==> config.mk <==
export PLATFORM = sky130hd
export DESIGN_NAME = lif_tdm_scheduler
export DESIGN_NICKNAME = d
export VERILOG_FILES = /design/src/rtl/lif_tdm_scheduler.sv
export SDC_FILE = /design/constraint.sdc
export NUM_CORES = 1
export LEC_CHECK = 0
export CAP_MARGIN = 20
export CORE_MARGIN = 2
export CORE_UTILIZATION = 57
export DETAILED_ROUTE_END_ITERATION = 8
export HOLD_SLACK_MARGIN = 0.06
export PLACE_DENSITY = 0.84
export RECOVER_POWER = 100
export SYNTH_ARGS = -nofsm -noshare
export SYNTH_HDL_FRONTEND = slang
export SYNTH_SLANG_ARGS = --single-unit
==> constraint.sdc <==
create_clock -name clk -period 7.5 [get_ports clk]
set_input_delay 1.5 -clock clk [delete_from_list [all_inputs] [get_ports clk]]
set_output_delay 1.5 -clock clk [all_outputs]
set_load 0.02 [all_outputs]
==> src/rtl/lif_tdm_scheduler.sv <==
`default_nettype none
// ============================================================================
// Module   : lif_tdm_scheduler
// Brief    : Four virtual leaky-integrate-and-fire neurons sharing a single
//            update datapath. Requests are granted round-robin, and every
//            update passes through IDLE -> CALC -> RESP, so at most one update
//            completes every three cycles.
//
// Ports    : clk         - single clock, rising edge
//            rst         - asynchronous active-high reset
//            in_valid    - [3:0] per-neuron update request
//            in_current  - [31:0] packed unsigned currents, neuron i at [8i+7:8i]
//            in_ready    - [3:0] one-hot accept for the round-robin winner (IDLE only)
//            out_valid   - one-cycle completion pulse (RESP)
//            out_id      - [1:0] neuron whose update completed
//            out_state   - [7:0] saturated membrane value before any spike reset
//            out_spike   - out_state >= THRESHOLD (and neuron not refractory)
//            busy        - FSM is not in IDLE
//
// Options  : LIF_REFRACTORY_EN - adds a per-neuron 2-bit refractory counter.
//            While the counter is nonzero, an update integrates zero current
//            and cannot spike.
//
// Revision : 1.0 - initial release
// ============================================================================
module lif_tdm_scheduler #(
    parameter logic [7:0] THRESHOLD      = 8'd200,
    parameter int         LEAK_SHIFT     = 1,
    parameter int         REFRAC_UPDATES = 2
) (
    input  logic        clk,
    input  logic        rst,
    input  logic [3:0]  in_valid,
    input  logic [31:0] in_current,
    output logic [3:0]  in_ready,
    output logic        out_valid,
    output logic [1:0]  out_id,
    output logic [7:0]  out_state,
    output logic        out_spike,
    output logic        busy
);

    // Reject parameter values outside the legal range at elaboration time.
    if (LEAK_SHIFT < 0 || LEAK_SHIFT > 7 || REFRAC_UPDATES < 0 || REFRAC_UPDATES > 3) begin : g_param_check
        $error("lif_tdm_scheduler: LEAK_SHIFT must be 0..7 and REFRAC_UPDATES must be 0..3");
    end

    typedef enum logic [1:0] {
        IDLE = 2'd0,
        CALC = 2'd1,
        RESP = 2'd2
    } state_t;

    state_t      r_state;
    state_t      w_state_next;

    logic [7:0]  r_mem [4];
    logic [1:0]  r_last_grant;
    logic [1:0]  r_id;
    logic [7:0]  r_cur;
    logic [1:0]  r_out_id;
    logic [7:0]  r_out_state;
    logic        r_out_spike;

    logic [3:0]  w_grant_oh;
    logic [1:0]  w_grant_id;
    logic        w_grant_found;
    logic [1:0]  w_idx;
    logic        w_accept;

    logic [7:0]  w_leak;
    logic [7:0]  w_cur_eff;
    logic [8:0]  w_sum;
    logic [7:0]  w_sat;
    logic        w_thresh_hit;
    logic        w_spike;

    // ------------------------------------------------------------------
    // Round-robin arbiter: search from last_grant+1 and wrap around. The
    // fourth step (k = 4) lands back on last_grant, so that neuron can win
    // again when it is the only requester.
    // ------------------------------------------------------------------
    always_comb begin
        w_grant_oh    = 4'b0000;
        w_grant_id    = r_last_grant;
        w_grant_found = 1'b0;
        w_idx         = 2'd0;
        for (int k = 1; k <= 4; k++) begin
            w_idx = r_last_grant + 2'(k);
            if (!w_grant_found && in_valid[w_idx]) begin
                w_grant_found = 1'b1;
                w_grant_id    = w_idx;
            end
        end
        w_grant_oh[w_grant_id] = w_grant_found;
    end

    // ------------------------------------------------------------------
    // FSM state register
    // ------------------------------------------------------------------
    always_ff @(posedge clk or posedge rst) begin
        if (rst) begin
            r_state <= IDLE;
        end else begin
            r_state <= w_state_next;
        end
    end

    // ------------------------------------------------------------------
    // FSM next state and handshake outputs. in_ready is gated with rst so
    // that no grant is shown while reset is held.
    // ------------------------------------------------------------------
    always_comb begin
        w_state_next = r_state;
        in_ready     = 4'b0000;
        w_accept     = 1'b0;
        busy         = 1'b1;
        out_valid    = 1'b0;
        case (r_state)
            IDLE: begin
                busy = 1'b0;
                if (!rst) begin
                    in_ready = w_grant_oh;
                end
                if (w_grant_found) begin
                    w_accept     = 1'b1;
                    w_state_next = CALC;
                end
            end
            CALC: begin
                w_state_next = RESP;
            end
            RESP: begin
                out_valid    = 1'b1;
                w_state_next = IDLE;
            end
            default: begin
                w_state_next = IDLE;
            end
        endcase
    end

    // ------------------------------------------------------------------
    // LIF arithmetic. The leak is applied to the stored value, the captured
    // current is added in 9 bits, and the result saturates at 255.
    // ------------------------------------------------------------------
    assign w_leak       = r_mem[r_id] >> LEAK_SHIFT;
    assign w_sum        = {1'b0, w_leak} + {1'b0, w_cur_eff};
    assign w_sat        = w_sum[8] ? 8'hFF : w_sum[7:0];
    assign w_thresh_hit = (w_sat >= THRESHOLD);

`ifdef LIF_REFRACTORY_EN
    logic [1:0] r_refrac [4];
    logic       w_refrac_active;

    assign w_refrac_active = (r_refrac[r_id] != 2'd0);
    assign w_cur_eff       = w_refrac_active ? 8'd0 : r_cur;
    assign w_spike         = w_thresh_hit & ~w_refrac_active;

    // While refractory, each update counts the counter down. A fresh spike
    // reloads it. The counter is only touched by the update that owns it.
    always_ff @(posedge clk or posedge rst) begin
        if (rst) begin
            for (int i = 0; i < 4; i++) begin
                r_refrac[i] <= 2'd0;
            end
        end else if (r_state == CALC) begin
            if (w_refrac_active) begin
                r_refrac[r_id] <= r_refrac[r_id] - 2'd1;
            end else if (w_spike) begin
                r_refrac[r_id] <= 2'(REFRAC_UPDATES);
            end
        end
    end
`else
    assign w_cur_eff = r_cur;
    assign w_spike   = w_thresh_hit;
`endif

    // ------------------------------------------------------------------
    // Capture on accept, then commit the result on the CALC -> RESP edge.
    // A reset during CALC prevents that edge, so the update is discarded.
    // ------------------------------------------------------------------
    always_ff @(posedge clk or posedge rst) begin
        if (rst) begin
            for (int i = 0; i < 4; i++) begin
                r_mem[i] <= 8'd0;
            end
            r_last_grant <= 2'd3;
            r_id         <= 2'd0;
            r_cur        <= 8'd0;
            r_out_id     <= 2'd0;
            r_out_state  <= 8'd0;
            r_out_spike  <= 1'b0;
        end else begin
            if (w_accept) begin
                r_id         <= w_grant_id;
                r_cur        <= in_current[{w_grant_id, 3'b000} +: 8];
                r_last_grant <= w_grant_id;
            end
            if (r_state == CALC) begin
                r_mem[r_id] <= w_spike ? 8'd0 : w_sat;
                r_out_id    <= r_id;
                r_out_state <= w_sat;
                r_out_spike <= w_spike;
            end
        end
    end

    assign out_id    = r_out_id;
    assign out_state = r_out_state;
    assign out_spike = r_out_spike;

endmodule
`default_nettype wire

==> impl_metrics.prom <==
# TYPE chip_impl_metric gauge
chip_impl_metric{name="n_fill_cell",unit=""} 389
chip_impl_metric{name="achievable-frequency",unit="GHz"} 0.178
chip_impl_metric{name="grt_antenna_before_repair",unit=""} 0
chip_impl_info{name="clockRootBuffer",value="sky130_fd_sc_hd__clkbuf_8"} 1
chip_impl_info{name="critical_path.startpoint_type",value="primary input"} 1
chip_impl_info{name="holdCritPathClass",value="reg -> reg"} 1
chip_impl_metric{name="drt_drc_violations_left",unit=""} 0
chip_impl_metric{name="drt-wirelength-per-cell",unit="um"} 17.7
chip_impl_info{name="endpoint",value="in_ready[0]"} 1
chip_impl_metric{name="globalRoute.totalOverflow",unit=""} 0
chip_impl_metric{name="start_util",unit="%"} 58.9
chip_impl_metric{name="dp_cells",unit=""} 388
chip_impl_metric{name="timing.max_slew.rel_slack",unit="%"} 43.8
chip_impl_metric{name="tritoncts_num_sinks",unit=""} 53
chip_impl_info{name="ys_top_cells_by_area",value="sky130_fd_sc_hd__dfrtp_1, sky130_fd_sc_hd__mux4_2, sky130_fd_sc_hd__o31ai_1, sky130_fd_sc_hd__nand2_1, sky130_fd_sc_hd__mux2_2"} 1
chip_impl_metric{name="postRouteWirelength",unit="um"} 7000
chip_impl_metric{name="floorplan.core_area",unit="mm^2"} 0.00511
chip_impl_info{name="cpMostUsedCell",value="sky130_fd_sc_hd__dlygate4sd3_1"} 1
chip_impl_metric{name="drv.max_cap_violation_count",unit=""} 0
chip_impl_metric{name="drive_above_1_share",unit="%"} 13.5
chip_impl_metric{name="cell_area_after_synthesis",unit="mm^2"} 0.00301
chip_impl_metric{name="finalSetupTns",unit="ns"} 0
chip_impl_metric{name="count_of_standard_cell_rows",unit=""} 26
chip_impl_metric{name="post_synth_num_cell_types",unit=""} 53
chip_impl_info{name="run_status",value="finished clean"} 1
chip_impl_metric{name="hold_viol_final",unit=""} 0
chip_impl_metric{name="via_count_of_the_first_global_routing_pass",unit=""} 2305
chip_impl_metric{name="finalSetupViolations",unit=""} 0
chip_impl_metric{name="grt.total_usage",unit="%"} 25.8
chip_impl_info{name="worstReg2RegStart",value="r_id[0]"} 1
chip_impl_metric{name="syn_to_final_growth",unit="%"} 21.2
chip_impl_info{name="crit_type",value="in -> out"} 1
chip_impl_metric{name="cts_inserted_buffers",unit=""} 5
chip_impl_metric{name="proportion_of_register_bits_with_asynchronous_set_or_reset_after_synthesis",unit="%"} 100
chip_impl_metric{name="finalCriticalPeriod",unit="ns"} 5.63
chip_impl_metric{name="cts_max_path_buffers",unit=""} 2
chip_impl_info{name="unrepaired_setup_endpoints_after_global_routing",value="no"} 1
chip_impl_metric{name="ctsHtreeMaxLevel",unit=""} 2
chip_impl_metric{name="yosysSeqAreaShare",unit="%"} 44.2
chip_impl_metric{name="insertion_delay",unit="ns"} 0.31
chip_impl_metric{name="cts_post_setup_buffers_inserted",unit=""} 0
chip_impl_metric{name="flop_and_latch_count_out_of_synthesis",unit=""} 53
chip_impl_info{name="post_synth_most_frequent_cells",value="sky130_fd_sc_hd__dfrtp_1, sky130_fd_sc_hd__nand2_1, sky130_fd_sc_hd__nor2_1, sky130_fd_sc_hd__o31ai_1, sky130_fd_sc_hd__o21ai_0"} 1
chip_impl_metric{name="drt_first_iter_violations",unit=""} 204
chip_impl_metric{name="path_buf_inv",unit=""} 2
chip_impl_metric{name="worst-endpoint-required",unit="ns"} 6.00
chip_impl_metric{name="worstRegToRegCells",unit=""} 9
chip_impl_info{name="cts_tree",value="yes"} 1
chip_impl_metric{name="hpwl",unit="um"} 5220
chip_impl_metric{name="syn-instance-count",unit=""} 280
chip_impl_metric{name="finalMaxSlewViolations",unit=""} 0
chip_impl_info{name="path_cells",value="dlygate4sd3_1 > nor2b_1 > a21o_1 > a221oi_4 > nor4b_1 > dlygate4sd3_1"} 1
chip_impl_metric{name="yosysWarnings",unit=""} 0
chip_impl_metric{name="number_of_vias_per_cell",unit=""} 5.99
chip_impl_info{name="crit_slowest_cell",value="sky130_fd_sc_hd__a221oi_4"} 1
chip_impl_info{name="dominantRegCellSynth",value="sky130_fd_sc_hd__dfrtp_1"} 1
chip_impl_metric{name="grt_start_max_net_pins",unit=""} 55
chip_impl_metric{name="gp_congestion",unit=""} 0.845
chip_impl_metric{name="route.antenna.remaining_nets",unit=""} 0
chip_impl_metric{name="fin_worst_hold_slack",unit="ns"} 0.483
chip_impl_metric{name="arrival",unit="ns"} 4.13
chip_impl_metric{name="die-height",unit="um"} 76.7
chip_impl_metric{name="via_count_of_the_routed_design",unit=""} 2373
chip_impl_metric{name="die_area",unit="mm^2"} 0.00588
chip_impl_metric{name="io_pins",unit=""} 55
chip_impl_metric{name="worst_pin_slew",unit="ns"} 0.844
chip_impl_metric{name="place.port_buffers",unit=""} 54
chip_impl_metric{name="critical_path_peak_fanout",unit=""} 14
chip_impl_metric{name="synth_nets",unit=""} 326
chip_impl_info{name="synth.largest_area_cell",value="sky130_fd_sc_hd__dfrtp_1"} 1
chip_impl_info{name="timing.critical_path.max_delay_family",value="buffers and inverters"} 1
chip_impl_info{name="worstReg2RegEnd",value="out_spike"} 1
chip_impl_metric{name="drt_pre_antenna_iters",unit=""} 4
chip_impl_info{name="crit_path_end_kind",value="output port"} 1
chip_impl_metric{name="timing.reg2reg.setup_slack",unit="ns"} 3.22
chip_impl_metric{name="fin_crit_sh",unit="%"} 75.1
chip_impl_info{name="launch_point_of_the_worst_path",value="in_valid[3]"} 1
chip_impl_metric{name="die_x",unit="um"} 76.7
chip_impl_metric{name="synth_top_cell_area_share",unit="%"} 42.4
chip_impl_metric{name="path_depth",unit=""} 6
chip_impl_metric{name="cts_resized",unit=""} 0
chip_impl_metric{name="antenna-diode-count",unit=""} 0
chip_impl_metric{name="skew",unit="ns"} 0.00849
chip_impl_metric{name="critical-path-max-stage-delay",unit="ns"} 0.72
chip_impl_metric{name="global_route_wire_length_before_repair",unit="um"} 11800
chip_impl_info{name="post-synth-top-count-cell",value="sky130_fd_sc_hd__dfrtp_1"} 1
chip_impl_metric{name="layout.cells.non_filler",unit=""} 396
chip_impl_metric{name="cts.reportedPaths.clkPinSlew",unit="ns"} 0.11
chip_impl_metric{name="synth-edff-count",unit=""} 0
chip_impl_metric{name="fin_nets",unit=""} 371
chip_impl_metric{name="hold_buffers",unit=""} 0
chip_impl_metric{name="average_size_of_a_mapped_cell",unit="um^2"} 10.7
==> cells by family (layout without fill, tap and decap cells) <==
group	Yosys count	count (layout)	synth area share (%)
XOR/XNOR	1	1	0.291
multiplexers	28	28	15.9
AO/OA/AOI/OAI	75	75	18.4
flip-flops	53	53	44.2
buffers and inverters	24	70	3.78
AND/OR/NAND/NOR	91	91	13.9
adder cells (fa/ha/maj)	8	8	3.58
==> worst min-delay path by stage <==
stage                   start  slack, ns   endpoint  cells past startpoint
floorplan           r_mem[10]       0.44  r_mem[10]                      2
global placement    r_mem[17]       0.46  r_mem[17]                      2
detailed placement  r_mem[20]       0.46  r_mem[20]                      2
CTS                 r_mem[20]       0.49  r_mem[20]                      2
global route        r_mem[18]       0.51  r_mem[18]                      2
finish              out_id[0]       0.48  out_id[0]                      2
==> worst register-to-register path, delay by kind of cell, from the launching register on <==
family                   cells  cell delay, ns
multiplexers                 2            0.89
flip-flops                   1            0.70
buffers and inverters        1            0.51
AO/OA/AOI/OAI                2            0.96
AND/OR/NAND/NOR              2            0.50
adder cells (fa/ha/maj)      2            0.67
==> sequential cells by signal, summed over array words and instances (netlist names) <==
signal,count
out_state,8
out_spike,1
r_cur,8
r_last_grant,2
r_mem,28
out_id,2
r_state,2
r_id,2
==> cells in the final DEF, fill, tap and decap left out, types with 2 or more instances in the layout <==
cell type,count
sky130_fd_sc_hd__clkbuf_8,5
sky130_fd_sc_hd__clkdlybuf4s50_1,34
sky130_fd_sc_hd__nand2b_1,4
sky130_fd_sc_hd__or2_2,3
sky130_fd_sc_hd__nor4b_1,3
sky130_fd_sc_hd__a211oi_1,2
sky130_fd_sc_hd__o21ai_0,16
sky130_fd_sc_hd__o211ai_1,2
sky130_fd_sc_hd__clkinv_1,3
sky130_fd_sc_hd__dfstp_2,2
sky130_fd_sc_hd__mux4_2,15
sky130_fd_sc_hd__nand2_1,41
sky130_fd_sc_hd__nand3_1,4
sky130_fd_sc_hd__a21o_1,5
sky130_fd_sc_hd__nor3_1,2
sky130_fd_sc_hd__dlygate4sd3_1,20
sky130_fd_sc_hd__nor2_1,24
sky130_fd_sc_hd__mux2i_1,4
sky130_fd_sc_hd__ha_1,7
sky130_fd_sc_hd__inv_1,2
sky130_fd_sc_hd__buf_4,2
sky130_fd_sc_hd__o31ai_1,21
sky130_fd_sc_hd__a21oi_1,9
sky130_fd_sc_hd__o21bai_1,3
sky130_fd_sc_hd__o21a_1,2
sky130_fd_sc_hd__nor2b_1,3
sky130_fd_sc_hd__dfrtp_1,51
sky130_fd_sc_hd__mux2_2,9
sky130_fd_sc_hd__a2111oi_0,2
==> cell type report <==
class	count	area, um^2	share of cell area [%]
inverters	5	18.8	0.515
multi-input cells	203	1560	42.6
clock buffers	5	68.8	1.89
flip-flops and latches	53	1330	36.4
clock inverters	3	28.8	0.789
well taps	70	87.6	2.40
repair buffers	57	559	15.3
==> metrics by stage <==
stage / util [%] / instance area (um^2) / setup WS [ns]
6_report: 71.4 / 3650 / 1.87
5_1_grt: 71.4 / 3650 / 1.68
4_1_cts: 71.7 / 3660 / 2.00
3_5_place_dp: 69.8 / 3560 / 2.00
3_3_place_gp: 69.8 / 3560 / 2.05
2_1_floorplan: - / 3010 / 2.85
==> per-layer routing <==
layer	wire length, um	share of wire, %	track usage, %	up-vias
met5	0	0	0	-
met4	119	1.7	7.82	0
met3	264	3.8	4.71	12
met2	3510	50	39.7	52
met1	3110	44	37.7	1185
li1	-	-	-	1124
Power is left out: the tool's default activity adds up to more than one toggle a clock period on the data nets, which glitch-free logic cannot reach.
==> variant 1: new RTL, same flow settings <==
Encoding of `state_t`: now one-hot (3 bits for 3 states).
--- a/src/rtl/lif_tdm_scheduler.sv
+++ b/src/rtl/lif_tdm_scheduler.sv
@@ -46,8 +46,8 @@
     end
 
-    typedef enum logic [1:0] {
-        IDLE = 2'd0,
-        CALC = 2'd1,
-        RESP = 2'd2
+    typedef enum logic [2:0] {
+        IDLE = 3'b001,
+        CALC = 3'b010,
+        RESP = 3'b100
     } state_t;
 
Formal check against the unedited RTL: no difference found for any inputs over 10 cycles, from zero or initial values and one cycle with rst high; not proved beyond that.
==> variant 1 against the original RTL <==
The run now ends with capacitance limit, slew limit left. Setup slack improved by 0.078 ns. Design area fell by 3.2%. Hold slack got worse by 0.0066 ns. Wire length fell by 7.7%. Sequential cell count rose by 1. Area after synthesis fell by 3.6%. Synthesized cell count fell by 7.9%.
Power is left out: the tool's default activity adds up to more than one toggle a clock period on the data nets, which glitch-free logic cannot reach.
==> variant 1: results (changes against the original RTL) <==
\begin{tabular}{lr}
\hline
Metric & Value \\
\hline
\multicolumn{2}{l}{\textbf{Outcome}} \\
\quad Outcome & complete, but fails checks \\
\quad Failing checks & capacitance limit, slew limit \\
\multicolumn{2}{l}{\textbf{Yosys}} \\
\quad Adder-Cell Fraction of Synth Area & 3.71\% (+0.13 points) \\
\quad Mux contribution to synthesized area & 16.8\% (+0.85 points) \\
\quad Post-Synthesis Cells & 258 (-7.9\%) \\
\quad Sequential element share of the synthesized area & 46.7\% (+2.5 points) \\
\quad Fraction of synthesized cell area in xor and xnor cells & 1.51\% (+1.2 points) \\
\quad Top area cells in the synthesized netlist & sky130\_fd\_sc\_hd\_\_dfrtp\_1, sky130\_fd\_sc\_hd\_\_mux4\_2, sky130\_fd\_sc\_hd\_\_nand2\_1 \\
\quad Post-Syn Nets & 304 (-6.7\%) \\
\quad Share of the synthesized area in compound gates (AO/OA/AOI/OAI) & 15.6\% (-2.8 points) \\
\multicolumn{2}{l}{\textbf{Place}} \\
\quad Total half-perimeter wirelength after legalization and detailed placement & 4780 um (-8.5\%) \\
\quad Total cell area at the placement stage & 3480 sq um (-2.3\%) \\
\quad Placed instance count & 368 (-5.2\%) \\
\multicolumn{2}{l}{\textbf{Hold path}} \\
\quad Hold EP & out\_state[6] \\
\quad Startpoint of the most critical hold path & out\_state[6] \\
\multicolumn{2}{l}{\textbf{Routing}} \\
\quad 1st-iter DRT viols & 153 (-25\%) \\
\quad Vias & 2186 (-7.9\%) \\
\quad Routed Wire Length & 6460 um (-7.7\%) \\
\quad Post-detailed-route wirelength per cell & 17.2 um (-2.8\%) \\
\multicolumn{2}{l}{\textbf{Worst setup path}} \\
\quad R2R Path End & r\_mem[17] \\
\quad R2R setup slack & 3.32 ns (+0.10 ns) \\
\quad Data arrival at the endpoint of the critical path & 4.05 ns (-0.08 ns) \\
\multicolumn{2}{l}{\textbf{STA}} \\
\quad Max-slew violation count & 55 (+55) \\
\quad Hold slack & 0.477 ns (-0.00663 ns) \\
\quad Clock skew & 0.00768 ns (-0.000811 ns) \\
\quad Remaining max-slew budget at the tightest pin & -83.3\% (-130 points) \\
\multicolumn{2}{l}{\textbf{Layout}} \\
\quad Proportion of layout cells with a drive suffix above 1 & 13.6\% (+0.095 points) \\
\quad Number of filler instances in the final layout & 376 (-3.3\%) \\
\quad Number of nets at the end of the flow & 354 (-4.6\%) \\
\multicolumn{2}{l}{\textbf{GRT}} \\
\quad Wire length of the first global-routing pass & 10500 um (-11\%) \\
\quad Global-route usage over all layers & 25.3\% (-0.52 points) \\
\multicolumn{2}{l}{\textbf{CTS}} \\
\quad Reg clk slew, reported paths & 0.09 ns (-0.02 ns) \\
\multicolumn{2}{l}{\textbf{Run}} \\
\quad Number of maximum-capacitance violations & 1 (+1) \\
\hline
\end{tabular}
variant 1: cell count changes after synthesis, sizes merged, moves of 3 or more:
cell | before | now
mux2i | 4 | 1
buf | 8 | 4
o31ai | 21 | 17
a21o | 5 | 1
nor2 | 24 | 18
nand2 | 41 | 45
mux2 | 9 | 12
xnor2 | 0 | 3
variant 1: cells by family (layout without fill, tap and decap cells):
| group | after synthesis | after routing |
|---|---|---|
| simple gates | 84 | 84 |
| compound gates | 62 | 62 |
| flops | 54 | 54 |
| mux | 28 | 28 |
| buf+inv | 17 | 68 |
| fa+ha+maj | 8 | 8 |
| xor+xnor | 5 | 5 |
variant 1: critical path, cell delays in order:
cell	delay, ns
sky130_fd_sc_hd__dlygate4sd3_1	0.61
sky130_fd_sc_hd__nor4_1	0.09
sky130_fd_sc_hd__nor2_1	0.08
sky130_fd_sc_hd__clkbuf_1	0.69
sky130_fd_sc_hd__nor4b_1	0.35
sky130_fd_sc_hd__dlygate4sd3_1	0.73
variant 1: cell type report:
class                      instances  area share (%)
inverter                           3           0.319
clock inverter                     3           0.602
clock buffer                       5            1.95
timing repair buffer              57            15.7
sequential                        54            38.4
tap                               67            2.37
multi-input combinational        187            40.6
variant 1: metrics by stage:
| step | setup slack [ns] | utilization [%] |
|---|---|---|
| after floorplan | 2.88 | - |
| after global placement | 2.13 | 72.3 |
| after detailed placement | 2.04 | 72.3 |
| after CTS | 2.04 | 74.2 |
| after global routing | 1.78 | 73.3 |
| final | 1.95 | 73.3 |
variant 1: worst max-delay path by stage:
stage	from	end	slack, ns	depth (start not counted)
after floorplan	rst	in_ready[0]	2.88	2
after global placement	in_valid[3]	in_ready[2]	2.13	6
after detailed placement	in_valid[3]	in_ready[2]	2.04	6
after CTS	in_valid[3]	in_ready[2]	2.04	6
after global routing	in_valid[0]	in_ready[3]	1.78	6
final	in_valid[0]	in_ready[3]	1.95	6
variant 1: routing by layer:
layer,GRT usage [%],vias to the layer above,wire length [um]
met5,0,-,0
met4,8.19,0,121
met3,3.84,14,253
met2,44.1,46,3360
met1,32.6,1079,2720
li1,-,1047,-
==> variant 2: new RTL, config.mk and constraints unchanged <==
Without the edit above. The parameter `THRESHOLD` goes from 8'd200 to 8'd150.
--- a/src/rtl/lif_tdm_scheduler.sv
+++ b/src/rtl/lif_tdm_scheduler.sv
@@ -25,5 +25,5 @@
 // ============================================================================
 module lif_tdm_scheduler #(
-    parameter logic [7:0] THRESHOLD      = 8'd200,
+    parameter logic [7:0] THRESHOLD      = 8'd150,
     parameter int         LEAK_SHIFT     = 1,
     parameter int         REFRAC_UPDATES = 2
Behaviour: not the same (a bounded check fails within 4 cycles, from zero or initial values and one cycle with rst high).
==> variant 2 against the original RTL <==
The run now ends with capacitance limit, slew limit left. Wire length is 1.2% higher. Hold slack worse by 0.016 ns. Non-clock buffer count rose by 1. Utilization rose by 0.063 points. Area after synthesis down 0.46%. Setup slack got worse by 0.099 ns. Critical endpoint is now in_ready[2]. Sequential cell count unchanged. Fmax shrank 1.7%. Synthesized cell count rose by 5.0%. Global-route usage rose by 0.33 points. Design area decreased by 0.55%.
==> variant 2: results (changes against the original RTL) <==
\begin{tabular}{lr}
\hline
Metric & Value \\
\hline
\multicolumn{2}{l}{\textbf{Worst setup path}} \\
\quad R2R setup slack & 3.12 ns (-0.10 ns) \\
\quad Critical Path Slowest Stage Cell & sky130\_fd\_sc\_hd\_\_dlygate4sd3\_1 \\
\quad Data arrival at the endpoint of the critical path & 4.23 ns (+0.10 ns) \\
\multicolumn{2}{l}{\textbf{Layout}} \\
\quad Clock-cell share of area & 2.35\% (-0.33 points) \\
\quad Layout multi-input combinational cell count & 221 (+8.9\%) \\
\quad Proportion of final cell area spent on non-clock buffers & 15.4\% (+0.085 points) \\
\quad Plain + repair buffers & 58 (+1.8\%) \\
\quad Number of nets at the end of the flow & 390 (+5.1\%) \\
\quad Non-filler instance count after layout & 414 (+4.5\%) \\
\quad Number of filler instances in the final layout & 399 (+2.6\%) \\
\quad Proportion of layout cells with a drive suffix above 1 & 11.0\% (-2.5 points) \\
\multicolumn{2}{l}{\textbf{Yosys}} \\
\quad Sequential element share of the synthesized area & 44.4\% (+0.20 points) \\
\quad Post-Syn Nets & 340 (+4.3\%) \\
\quad Number of distinct library cell variants in the gate-level netlist after synthesis & 51 (-3.8\%) \\
\quad Post-Synthesis Cells & 294 (+5.0\%) \\
\quad Share of the synthesized area in compound gates (AO/OA/AOI/OAI) & 16.4\% (-2.0 points) \\
\quad Mux contribution to synthesized area & 14.7\% (-1.3 points) \\
\multicolumn{2}{l}{\textbf{GRT}} \\
\quad Met1 routing resource usage after global routing & 35.1\% (-2.6 points) \\
\quad Global-route usage over all layers & 26.1\% (+0.33 points) \\
\quad Wire length of the first global-routing pass & 12100 um (+2.1\%) \\
\quad GR met2 Demand/Resource & 43.3\% (+3.5 points) \\
\quad Largest net degree at the start of global routing & 54 (-1.8\%) \\
\multicolumn{2}{l}{\textbf{Routing}} \\
\quad Total length of routed met2 wires & 3580 um (+2.2\%) \\
\quad 1st-iter DRT viols & 191 (-6.4\%) \\
\quad Length of routed wiring on met1 & 3010 um (-3.2\%) \\
\quad 1st-pass router iterations & 7 (+3) \\
\multicolumn{2}{l}{\textbf{STA}} \\
\quad Remaining max-slew budget at the tightest pin & -85.3\% (-130 points) \\
\quad Max-slew violation count & 54 (+54) \\
\quad Clock skew & 0.00381 ns (-0.00469 ns) \\
\multicolumn{2}{l}{\textbf{Run}} \\
\quad Number of maximum-capacitance violations & 1 (+1) \\
\multicolumn{2}{l}{\textbf{Outcome}} \\
\quad Failing checks & capacitance limit, slew limit \\
\quad Outcome & complete, but fails checks \\
\multicolumn{2}{l}{\textbf{Place}} \\
\quad GPL Wtd Cong & 0.892 (+5.6\%) \\
\multicolumn{2}{l}{\textbf{Floorplanning}} \\
\quad Horizontal die dimension & 76.5 um (-0.22\%) \\
\hline
\end{tabular}
variant 2: changes by cell type in the layout (fill, tap and decap cells not counted), sizes merged, moves of 3 or more:
cell / unedited run / this run
nor3: 2 / 5
mux2i: 4 / 0
o21bai: 3 / 0
a21oi: 9 / 17
clkinv: 4 / 1
a31oi: 1 / 6
o21ai: 17 / 28
nand2: 41 / 52
o31ai: 21 / 8
variant 2: worst max-delay path by stage:
stage / startpoint / to / slack [ns] / cells after the start
after global routing: in_valid[3] / in_ready[2] / 1.54 / 7
after CTS: in_valid[3] / in_ready[2] / 2.34 / 7
after global placement: in_valid[3] / in_ready[2] / 2.45 / 7
final: in_valid[3] / in_ready[2] / 1.77 / 7
after floorplan: in_valid[3] / in_ready[2] / 2.87 / 5
after detailed placement: in_valid[3] / in_ready[2] / 2.36 / 7
